===== src/rtl/afp_pkg.sv =====
// rtl/afp_pkg.sv - shared types and constants for the AFP dot-product accumulator
package afp_pkg;

  localparam int AFP_W     = 4;
  localparam int PM_W      = 4;
  localparam int PO_W      = 3;
  localparam int ALIGN_W   = 10;
  localparam int FRAC_BITS = 8;
  localparam int MAX_PO    = 6;

  typedef struct packed {
    logic            sign;
    logic [PM_W-1:0] pm;
    logic [PO_W-1:0] po;
  } afp_prod_t;

  typedef enum logic {
    ACCUM,
    HOLD
  } acc_state_t;

endpackage


===== src/rtl/afp_prod_align.sv =====
// rtl/afp_prod_align.sv - aligns one unnormalized AFP product to a signed fixed-point addend
module afp_prod_align
  import afp_pkg::*;
#(
  parameter int ACC_W = 18
) (
  input  afp_prod_t        prod,
  output logic [ACC_W:0]   addend
);

  logic [ALIGN_W-1:0] mag;

  // Shift pm so that pm/4 * 2^-po lands on an LSB of 2^-FRAC_BITS, then apply the sign.
  // Offsets beyond MAX_PO are not legal products and contribute nothing.
  always_comb begin
    mag    = '0;
    addend = '0;
    if (prod.po <= PO_W'(MAX_PO)) begin
      mag    = ALIGN_W'(prod.pm) << (PO_W'(MAX_PO) - prod.po);
      addend = prod.sign ? -((ACC_W+1)'(mag)) : (ACC_W+1)'(mag);
    end
  end

endmodule


===== src/rtl/afp_dot_accumulator.sv =====
// rtl/afp_dot_accumulator.sv - accumulates an AFP product stream into a signed dot product (AFP_ACC_SAT_EN selects saturation)
module afp_dot_accumulator
  import afp_pkg::*;
#(
  parameter  int ACC_W   = 18,
  parameter  int MAX_LEN = 64,
  localparam int CNT_W   = $clog2(MAX_LEN + 1)
) (
  input  logic                    clk,
  input  logic                    reset_n,
  input  logic                    in_valid,
  output logic                    in_ready,
  input  logic                    in_sign,
  input  logic [PM_W-1:0]         in_pm,
  input  logic [PO_W-1:0]         in_po,
  input  logic                    in_last,
  output logic                    out_valid,
  input  logic                    out_ready,
  output logic signed [ACC_W-1:0] out_sum,
  output logic [CNT_W-1:0]        out_count,
  output logic                    out_trunc,
  output logic                    out_ovf
);

  acc_state_t       state;
  logic [ACC_W-1:0] acc;
  logic [CNT_W-1:0] count;
  logic             ovf;

  afp_prod_t        prod;
  logic [ACC_W:0]   addend;
  logic [ACC_W:0]   sum_ext;
  logic [ACC_W-1:0] acc_next;
  logic             ovf_now;
  logic [CNT_W-1:0] count_inc;
  logic             len_hit;
  logic             beat;

  assign prod      = '{sign: in_sign, pm: in_pm, po: in_po};
  assign beat      = in_valid && in_ready;
  assign count_inc = count + 1'b1;
  assign len_hit   = (count_inc == CNT_W'(MAX_LEN));

  afp_prod_align #(
    .ACC_W (ACC_W)
  ) u_align (
    .prod   (prod),
    .addend (addend)
  );

  // One extra bit of headroom exposes overflow as a mismatch of the top two sum bits.
  always_comb begin
    sum_ext = {acc[ACC_W-1], acc} + addend;
    ovf_now = sum_ext[ACC_W] ^ sum_ext[ACC_W-1];
`ifdef AFP_ACC_SAT_EN
    if (ovf_now) begin
      acc_next = sum_ext[ACC_W] ? {1'b1, {(ACC_W-1){1'b0}}} : {1'b0, {(ACC_W-1){1'b1}}};
    end else begin
      acc_next = sum_ext[ACC_W-1:0];
    end
`else
    acc_next = sum_ext[ACC_W-1:0];
`endif
  end

  // Accumulate beats in ACCUM, present the latched result in HOLD until it is taken.
  always_ff @(posedge clk) begin
    if (!reset_n) begin
      state     <= ACCUM;
      acc       <= '0;
      count     <= '0;
      ovf       <= 1'b0;
      in_ready  <= 1'b0;
      out_valid <= 1'b0;
      out_sum   <= '0;
      out_count <= '0;
      out_trunc <= 1'b0;
      out_ovf   <= 1'b0;
    end else begin
      case (state)
        ACCUM: begin
          in_ready <= 1'b1;
          if (beat) begin
            acc   <= acc_next;
            count <= count_inc;
            ovf   <= ovf | ovf_now;
            if (in_last || len_hit) begin
              state     <= HOLD;
              in_ready  <= 1'b0;
              out_valid <= 1'b1;
              out_sum   <= acc_next;
              out_count <= count_inc;
              out_trunc <= len_hit && !in_last;
              out_ovf   <= ovf | ovf_now;
            end
          end
        end
        HOLD: begin
          if (out_ready) begin
            state     <= ACCUM;
            in_ready  <= 1'b1;
            out_valid <= 1'b0;
            acc       <= '0;
            count     <= '0;
            ovf       <= 1'b0;
          end
        end
        default: state <= ACCUM;
      endcase
    end
  end

  // Offsets above MAX_PO never come from a legal multiplier.
  assert property (@(posedge clk) disable iff (!reset_n) beat |-> (in_po <= PO_W'(MAX_PO)));

endmodule


===== config.mk =====
export PLATFORM = sky130hd
export DESIGN_NAME = afp_dot_accumulator
export DESIGN_NICKNAME = d
export VERILOG_FILES = /design/src/rtl/afp_pkg.sv /design/src/rtl/afp_prod_align.sv /design/src/rtl/afp_dot_accumulator.sv
export SDC_FILE = /design/constraint.sdc
export NUM_CORES = 1
export LEC_CHECK = 0
export ABC_AREA = 0
export BUFFER_PORTS_ARGS = -buffer_cell sky130_fd_sc_hd__buf_2
export CORE_MARGIN = 10
export CORE_UTILIZATION = 54
export DETAILED_ROUTE_END_ITERATION = 16
export GPL_TIMING_DRIVEN = 0
export PLACE_DENSITY = 0.77
export SYNTH_ARGS = -nofsm -noshare
export SYNTH_HDL_FRONTEND = slang
export SYNTH_HIERARCHICAL = 1
export SYNTH_SLANG_ARGS = --single-unit

===== constraint.sdc =====
create_clock -name clk -period 4.1 [get_ports clk]
set_input_delay 0.41 -clock clk [delete_from_list [all_inputs] [get_ports clk]]
set_output_delay 0.41 -clock clk [all_outputs]
set_load 0.02 [all_outputs]

======== Word-level counts from Yosys, hierarchy flattened ========
Cells that the tools add are included.
storage, ports and cells
  word-level logic and storage cells ...... 52
  input bits .............................. 13
  output and inout bits ................... 29
  flip-flop bits (word level) ............. 56
cells by class
  bitwise logic cells ..................... 3
  order comparisons ....................... 1
  shifts and indexed selects .............. 1
  reductions and logical operators ........ 7
  equal/unequal tests ..................... 4
  mux-type cells .......................... 22
  add/sub/neg operators ................... 4
operators with widths
  operator                                                       count
  19-bit two-way mux                                             2
  18-bit two-way mux                                             2
  18-bit one-hot mux with 2 select lines                         1
  19-bit adder                                                   1
  10-bit negation with 19-bit output                             1
  7-bit two-way mux                                              2
  7-bit one-hot mux with 2 select lines                          1
  1-bit two-way mux                                              10
  4-bit by 3-bit << shifter with 10-bit output                   1
  1-bit one-hot mux with 2 select lines                          4
  7-bit by 1-bit adder with 7-bit output, second input constant  1
  7-bit equality test, second input constant                     1
  2-bit != test, second input constant                           3
  3-bit AND reduction                                            2
  3-bit <= comparator, second input constant                     1
  3-bit subtractor, first input constant                         1
  1-bit logical AND                                              2
  2-bit AND reduction                                            1
  1-bit logical NOT                                              1
  1-bit logical OR                                               1
  1-bit inverter                                                 1
  1-bit bitwise OR                                               1
  1-bit XOR                                                      1

======== Logic depth before layout (Yosys ltp) ========
  word-level depth ........................ 10
  depth in mapped cells ................... 19

======== By module ========
Netlist, hierarchy kept.
by module, submodules not included
  module               sequential area each (um^2)  times used  cells an instance  area each (um^2)
  afp_dot_accumulator  1121.1                       1           380                3099.2
  afp_prod_align       0.0                          1           111                782.0

======== Worst setup path after synthesis ========
OpenSTA, ideal clock, no wires.
  kind .................................... in2reg
  start point ............................. input port in_po[0]
  end point ............................... register out_ovf
  library setup time ...................... 74 ps
  cell stages on the path ................. 19
  arrival time ............................ 4033 ps
  setup slack ............................. -7 ps
  required time ........................... 4026 ps
  cells stage by stage .................... inv_2 -> ha_1 -> buf_6 -> buf_4 -> nor4_1 -> inv_1 -> ha_1 -> inv_1 -> a21o_1 -> a221o_1 -> a21oi_1 -> ha_1 -> nand3_1 -> o211ai_2 -> a31oi_2 -> o31ai_2 -> xor2_1 -> xnor3_1 -> a31oi_1
between the ends
  cells in the longest elaborated chain, start to end .. 8
  elaborated cells between the ends (all ways) .. 9
ends and longest elaborated chain
  item                                          line                       RTL
  from (decl)                                   afp_dot_accumulator.sv:15  input logic [PO_W-1:0] in_po,
  3-bit subtractor                              afp_prod_align.sv:19       mag = ALIGN_W'(prod.pm) << (PO_W'(MAX_PO) - prod.po);
  4-bit by 3-bit << shifter with 10-bit output  afp_prod_align.sv:19
  10-bit negation with 19-bit output            afp_prod_align.sv:20       addend = prod.sign ? -((ACC_W+1)'(mag)) : (ACC_W+1)'(mag);
  19-bit two-way mux                            afp_prod_align.sv:20
  19-bit two-way mux *                          afp_prod_align.sv:18       if (prod.po <= PO_W'(MAX_PO)) begin
  via addend[0]                                 afp_dot_accumulator.sv:31  logic [ACC_W:0] addend;
  19-bit adder *                                afp_dot_accumulator.sv:53  sum_ext = {acc[ACC_W-1], acc} + addend;
  1-bit XOR *                                   afp_dot_accumulator.sv:54  ovf_now = sum_ext[ACC_W] ^ sum_ext[ACC_W-1];
  1-bit bitwise OR *                            afp_dot_accumulator.sv:94  out_ovf <= ovf | ovf_now;
  to (signal assigned)                          afp_dot_accumulator.sv:94
  to (decl)                                     afp_dot_accumulator.sv:22  output logic out_ovf
Mark *: on every way through the listed nets, which the timed path passes. The rest lies on a longest branch.
A chain may end at the register's enable or synchronous reset.

======== Worst setup path after layout ========
Ends and elaborated chain as after synthesis.

==> impl_summary.log <==
INFO  metric status = finished clean
INFO  metric share_of_async_settable_or_async_resettable_flops_after_synthesis = 0%
INFO  metric antenna_violating_nets_post_route = 0
INFO  metric yosysSeqAreaShare = 28.9%
INFO  metric final.setup.tns = 0 ps
INFO  metric filler_cell_count = about 630
INFO  metric post_synth.cell_area_avg = ~8 um2
INFO  metric yosysTopAreaCell = sky130_fd_sc_hd__dfxtp_1
INFO  metric hold_path_startpoint = in_last
INFO  metric worstSkewPairLatency = about 310 ps
INFO  metric tritoncts.num_buffers = 5
INFO  metric finalHoldViolCount = 0
INFO  metric area_of_the_mapped_netlist = 3880 um2
INFO  metric dp_hpwl = 8120 um
INFO  metric swShare = around 37%
INFO  metric drv_slew = 0
INFO  metric min_path_type = primary input to flop
INFO  metric drt-pass1-iter-count = 8
INFO  metric synth_warn = 6
INFO  metric postSynth.topFlopCell = sky130_fd_sc_hd__dfxtp_1
INFO  metric holdPathEnd = out_trunc
INFO  metric root_buffer = sky130_fd_sc_hd__clkbuf_8
INFO  metric setup_repair_after_global_routing_missed_its_margin = true
INFO  metric hold_ws = 422 ps
INFO  metric post_synth_inst_count = slightly below 500
INFO  metric detailroute.via_count = just under 4000
INFO  metric grt_usage = about 18%
INFO  metric post-route-period-util = ~96%
INFO  metric ctsLongestPathBuffers = 2
INFO  metric portBuffers = slightly above 40
INFO  metric design.die.area = between 10000 and 15000 um2
INFO  metric compound_gate_fraction_of_synth_area = a little under a quarter
INFO  metric netlist_top_cells_area = sky130_fd_sc_hd__dfxtp_1 (29%), sky130_fd_sc_hd__ha_1 (7.4%), sky130_fd_sc_hd__a21oi_1 (6.2%)
INFO  metric holdPathStages = 4
INFO  metric area.growth.synth_to_final = 17.8%
INFO  metric worst_clock_skew = 6.29 ps
INFO  metric global_route.usage.met1 = approximately a quarter
INFO  metric total_leakage_power = between 1.5 and 2 nW
INFO  metric post_synth_num_cell_types = 68
INFO  metric power.internal = a little over 0.9 mW
INFO  metric grt_remaining_overflow = 0
INFO  metric grt_pass1_wl = around 17000 um
INFO  metric num-nets-final = 584
INFO  metric timing.setup.critical_path_class = primary input to flop
INFO  metric clock.fmax = between 200 and 300 MHz
INFO  metric detail_route.wl_per_cell = roughly 17 um
INFO  metric chipHeight = between 100 and 150 um
INFO  metric relative_slew_slack = a little under half
INFO  metric synth-edff-count = 0
INFO  metric clock_tree_from_tritoncts = built
INFO  metric h-tree-depth = 2
INFO  metric grt.met3_usage = slightly above 3%
INFO  metric share_of_the_synthesized_netlist_area_taken_by_xor_and_xnor_gates = under 10%
INFO  metric synth_top_family_by_area = compound AO/OA/AOI/OAI gates
INFO  metric p_sw = between 0.5 and 0.6 mW
INFO  metric cp_slowest_cell = sky130_fd_sc_hd__xnor3_1
INFO  metric endpoint_kind = flop
INFO  metric chipWidth = 105 um
INFO  metric synthMuxAreaShare = slightly below 6%
INFO  metric cp_max_fo = 10
INFO  metric r2r_slack = roughly 1300 ps
INFO  metric synth_simple_gate_area_share = 21.7%
INFO  metric seq_power_share = 41.0%
INFO  metric cts.clk_slew.worst_paths = about 100 ps
INFO  metric antenna_cells = 0
INFO  metric period_minus_slack = 3930 ps
INFO  metric report.final.setup_viol = 0
INFO  metric arrival_worst_endpoint = 4180 ps
INFO  metric p_clk_share = between 20% and 30%
INFO  metric first_global_vias = ~3700
INFO  metric combinationalPowerShare = between 30% and 40%
INFO  metric grt_max_degree = 19
INFO  metric global_route.peak_usage_layer = met2
INFO  metric detailed_route_vias_per_instance = 6.02
INFO  metric layout-drive-gt1-share = 21.0%
INFO  metric initial_utilization = 56.2%
INFO  metric timing.critical_path.slowest_cell_delay = between 400 and 500 ps
INFO  metric rr_endpoint = out_sum[2]
INFO  metric synth.top_cell.area_share = just under 30%
INFO  metric mappedNetlistNets = between 500 and 600
INFO  metric drc = 0
INFO  metric dr.first_iter.drc_count = around 300
INFO  metric synth_seq_cells = between 50 and 60
INFO  metric drt-total-wl = approximately 11000 um
INFO  metric cap_viol_max_count = 0
INFO  metric path_cells = buf_4 -> inv_4 -> ha_4 -> buf_6 -> buf_4 -> nor4_4 -> inv_1 -> ha_1 -> inv_2 -> nor4_4 -> a31oi_1 -> ha_1 -> a21o_1 -> o21bai_1 -> a211oi_2 -> o31ai_4 -> xor2_2 -> xnor3_1 -> a31oi_1
INFO  metric worst_setup_path_start_kind = primary input
INFO  metric routabilityCongestion = about 0.94
INFO  metric irDropWorstVdd = around 0.22 mV
INFO  metric ff2ff_path_depth = 11
INFO  metric adder_cell_share_of_the_synthesized_area = under 10%
INFO  metric design.portCount = between 40 and 50
INFO  metric p_per_area = approximately 310 nW/um2
INFO  metric grt_use_met2 = between 30% and 40%
INFO  metric worst_r2r_startpoint = count[0]
INFO  metric timing_worst_slew_pin_value = 782 ps
INFO  metric antenna_found_initial = 0
INFO  metric clkSinkCount = 56
INFO  metric critPathRequiredTime = about 4400 ps
INFO  metric row_count = 30
INFO  metric core_region_area = 6910 um2
metrics by stage:
step / util [%] / total power, mW / instance area [um2] / std cells / setup WS (ps)
2_1_floorplan: - / 0.954 / 3890 / 491 / 46.9
3_3_place_gp: 61.0 / 1.06 / 4210 / 628 / -871
3_5_place_dp: 61.0 / 1.07 / 4210 / 628 / -961
4_1_cts: 64.3 / 1.40 / 4440 / 640 / 3.07
5_1_grt: 66.2 / 1.51 / 4570 / 644 / -9.83
6_report: 66.2 / 1.44 / 4570 / 644 / 168
area by class of cell:
| class | count | area (um2) | share of cell area (%) |
|---|---|---|---|
| repair buffers | 49 | 268 | 5.86 |
| flip-flops and latches | 56 | 1120 | 24.5 |
| well taps | 96 | 120 | 2.63 |
| clock buffers | 5 | 68.8 | 1.51 |
| inverters | 17 | 66.3 | 1.45 |
| multi-input cells | 386 | 2740 | 60.0 |
| plain buffers | 32 | 161 | 3.53 |
| clock inverters | 3 | 23.8 | 0.520 |
critical path, delay by kind of cell:
family	cells	cell delay [ps]
compound gates	6	1130
fa+ha+maj	3	850
buf+inv	6	690
xor+xnor	2	660
simple gates	2	450
kinds of logic (layout without fill, tap and decap cells):
kind of cell    Yosys count  in the layout
buf+inv                  49            106
mux                      22             22
compound gates          134            134
xor+xnor                 26             26
simple gates            180            180
flops                    56             56
fa+ha+maj                24             24
power by group through the flow:
stage / logic, mW / registers (mW) / clock network [mW]
finish: 0.539 / 0.590 / 0.308
global route: 0.584 / 0.593 / 0.329
CTS: 0.499 / 0.589 / 0.311
detailed placement: 0.469 / 0.601 / 0
global placement: 0.459 / 0.600 / 0
floorplan: 0.342 / 0.612 / 0
worst max path at each step:
stage             start      end  slack [ps]
6_report       in_po[0]  out_ovf         170
5_1_grt        in_po[0]  out_ovf         -10
4_1_cts        in_po[0]  out_ovf           3
3_5_place_dp   in_po[0]  out_ovf        -960
2_1_floorplan  in_po[0]  out_ovf          50
3_3_place_gp   in_po[0]  out_ovf        -870
what timing repair did:
| action | 4_1_cts | 5_1_grt |
|---|---|---|
| gates resized for setup | 14 | 20 |
| hold buffers | 0 | 0 |
| setup endpoints to repair | 16 | 11 |
| setup buffers | 4 | 4 |
| pin swaps | 7 | 12 |
synth_stat cells, types with 2 or more instances:
cell	count
sky130_fd_sc_hd__buf_6	2
sky130_fd_sc_hd__nor2_1	45
sky130_fd_sc_hd__nor4_1	3
sky130_fd_sc_hd__inv_2	2
sky130_fd_sc_hd__clkbuf_1	19
sky130_fd_sc_hd__xnor2_1	13
sky130_fd_sc_hd__nor2b_1	3
sky130_fd_sc_hd__o211a_1	2
sky130_fd_sc_hd__and2_1	4
sky130_fd_sc_hd__o21a_1	5
sky130_fd_sc_hd__mux2_2	2
sky130_fd_sc_hd__ha_1	23
sky130_fd_sc_hd__buf_4	3
sky130_fd_sc_hd__o22ai_1	3
sky130_fd_sc_hd__nand2b_1	3
sky130_fd_sc_hd__o21bai_1	5
sky130_fd_sc_hd__nand3_1	37
sky130_fd_sc_hd__a21oi_1	48
sky130_fd_sc_hd__o31ai_2	2
sky130_fd_sc_hd__inv_1	15
sky130_fd_sc_hd__a31oi_1	13
sky130_fd_sc_hd__a21o_1	5
sky130_fd_sc_hd__o21ai_2	2
sky130_fd_sc_hd__xor2_1	12
sky130_fd_sc_hd__and3_1	4
sky130_fd_sc_hd__mux2i_1	19
sky130_fd_sc_hd__a211oi_1	10
sky130_fd_sc_hd__a21oi_2	2
sky130_fd_sc_hd__nor3_1	7
sky130_fd_sc_hd__o21ai_1	2
sky130_fd_sc_hd__o21ai_0	12
sky130_fd_sc_hd__o31ai_1	2
sky130_fd_sc_hd__dfxtp_1	56
sky130_fd_sc_hd__or3_1	5
sky130_fd_sc_hd__nand2_1	55
sky130_fd_sc_hd__a21o_2	2
sky130_fd_sc_hd__buf_2	7
sky130_fd_sc_hd__nand4_1	7
cell usage in the layout, fill, tap and decap left out, types with 14 or more instances in the layout:
cell type / Yosys / routed
sky130_fd_sc_hd__inv_1: 15 / 14
sky130_fd_sc_hd__a21oi_1: 48 / 43
sky130_fd_sc_hd__mux2i_1: 19 / 19
sky130_fd_sc_hd__dfxtp_1: 56 / 56
sky130_fd_sc_hd__nor2_1: 45 / 45
sky130_fd_sc_hd__nand2_1: 55 / 55
sky130_fd_sc_hd__clkbuf_1: 19 / 19
sky130_fd_sc_hd__ha_1: 23 / 19
sky130_fd_sc_hd__nand3_1: 37 / 36
sky130_fd_sc_hd__buf_2: 7 / 46
state kept, by name (all words and copies together), names as in the netlist:
register and cells:
out_valid 1, in_ready 1, out_ovf 1, out_trunc 1
acc 18, count 7, ovf 1, state 1
out_count 7, out_sum 18
routing by layer:
| layer | vias to the layer above | wire length [um] |
|---|---|---|
| met5 | - | 0 |
| met4 | 0 | 204 |
| met3 | 23 | 693 |
| met2 | 141 | 5180 |
| met1 | 1830 | 4780 |
| li1 | 1881 | - |
(Power assumes the default switching activity.)
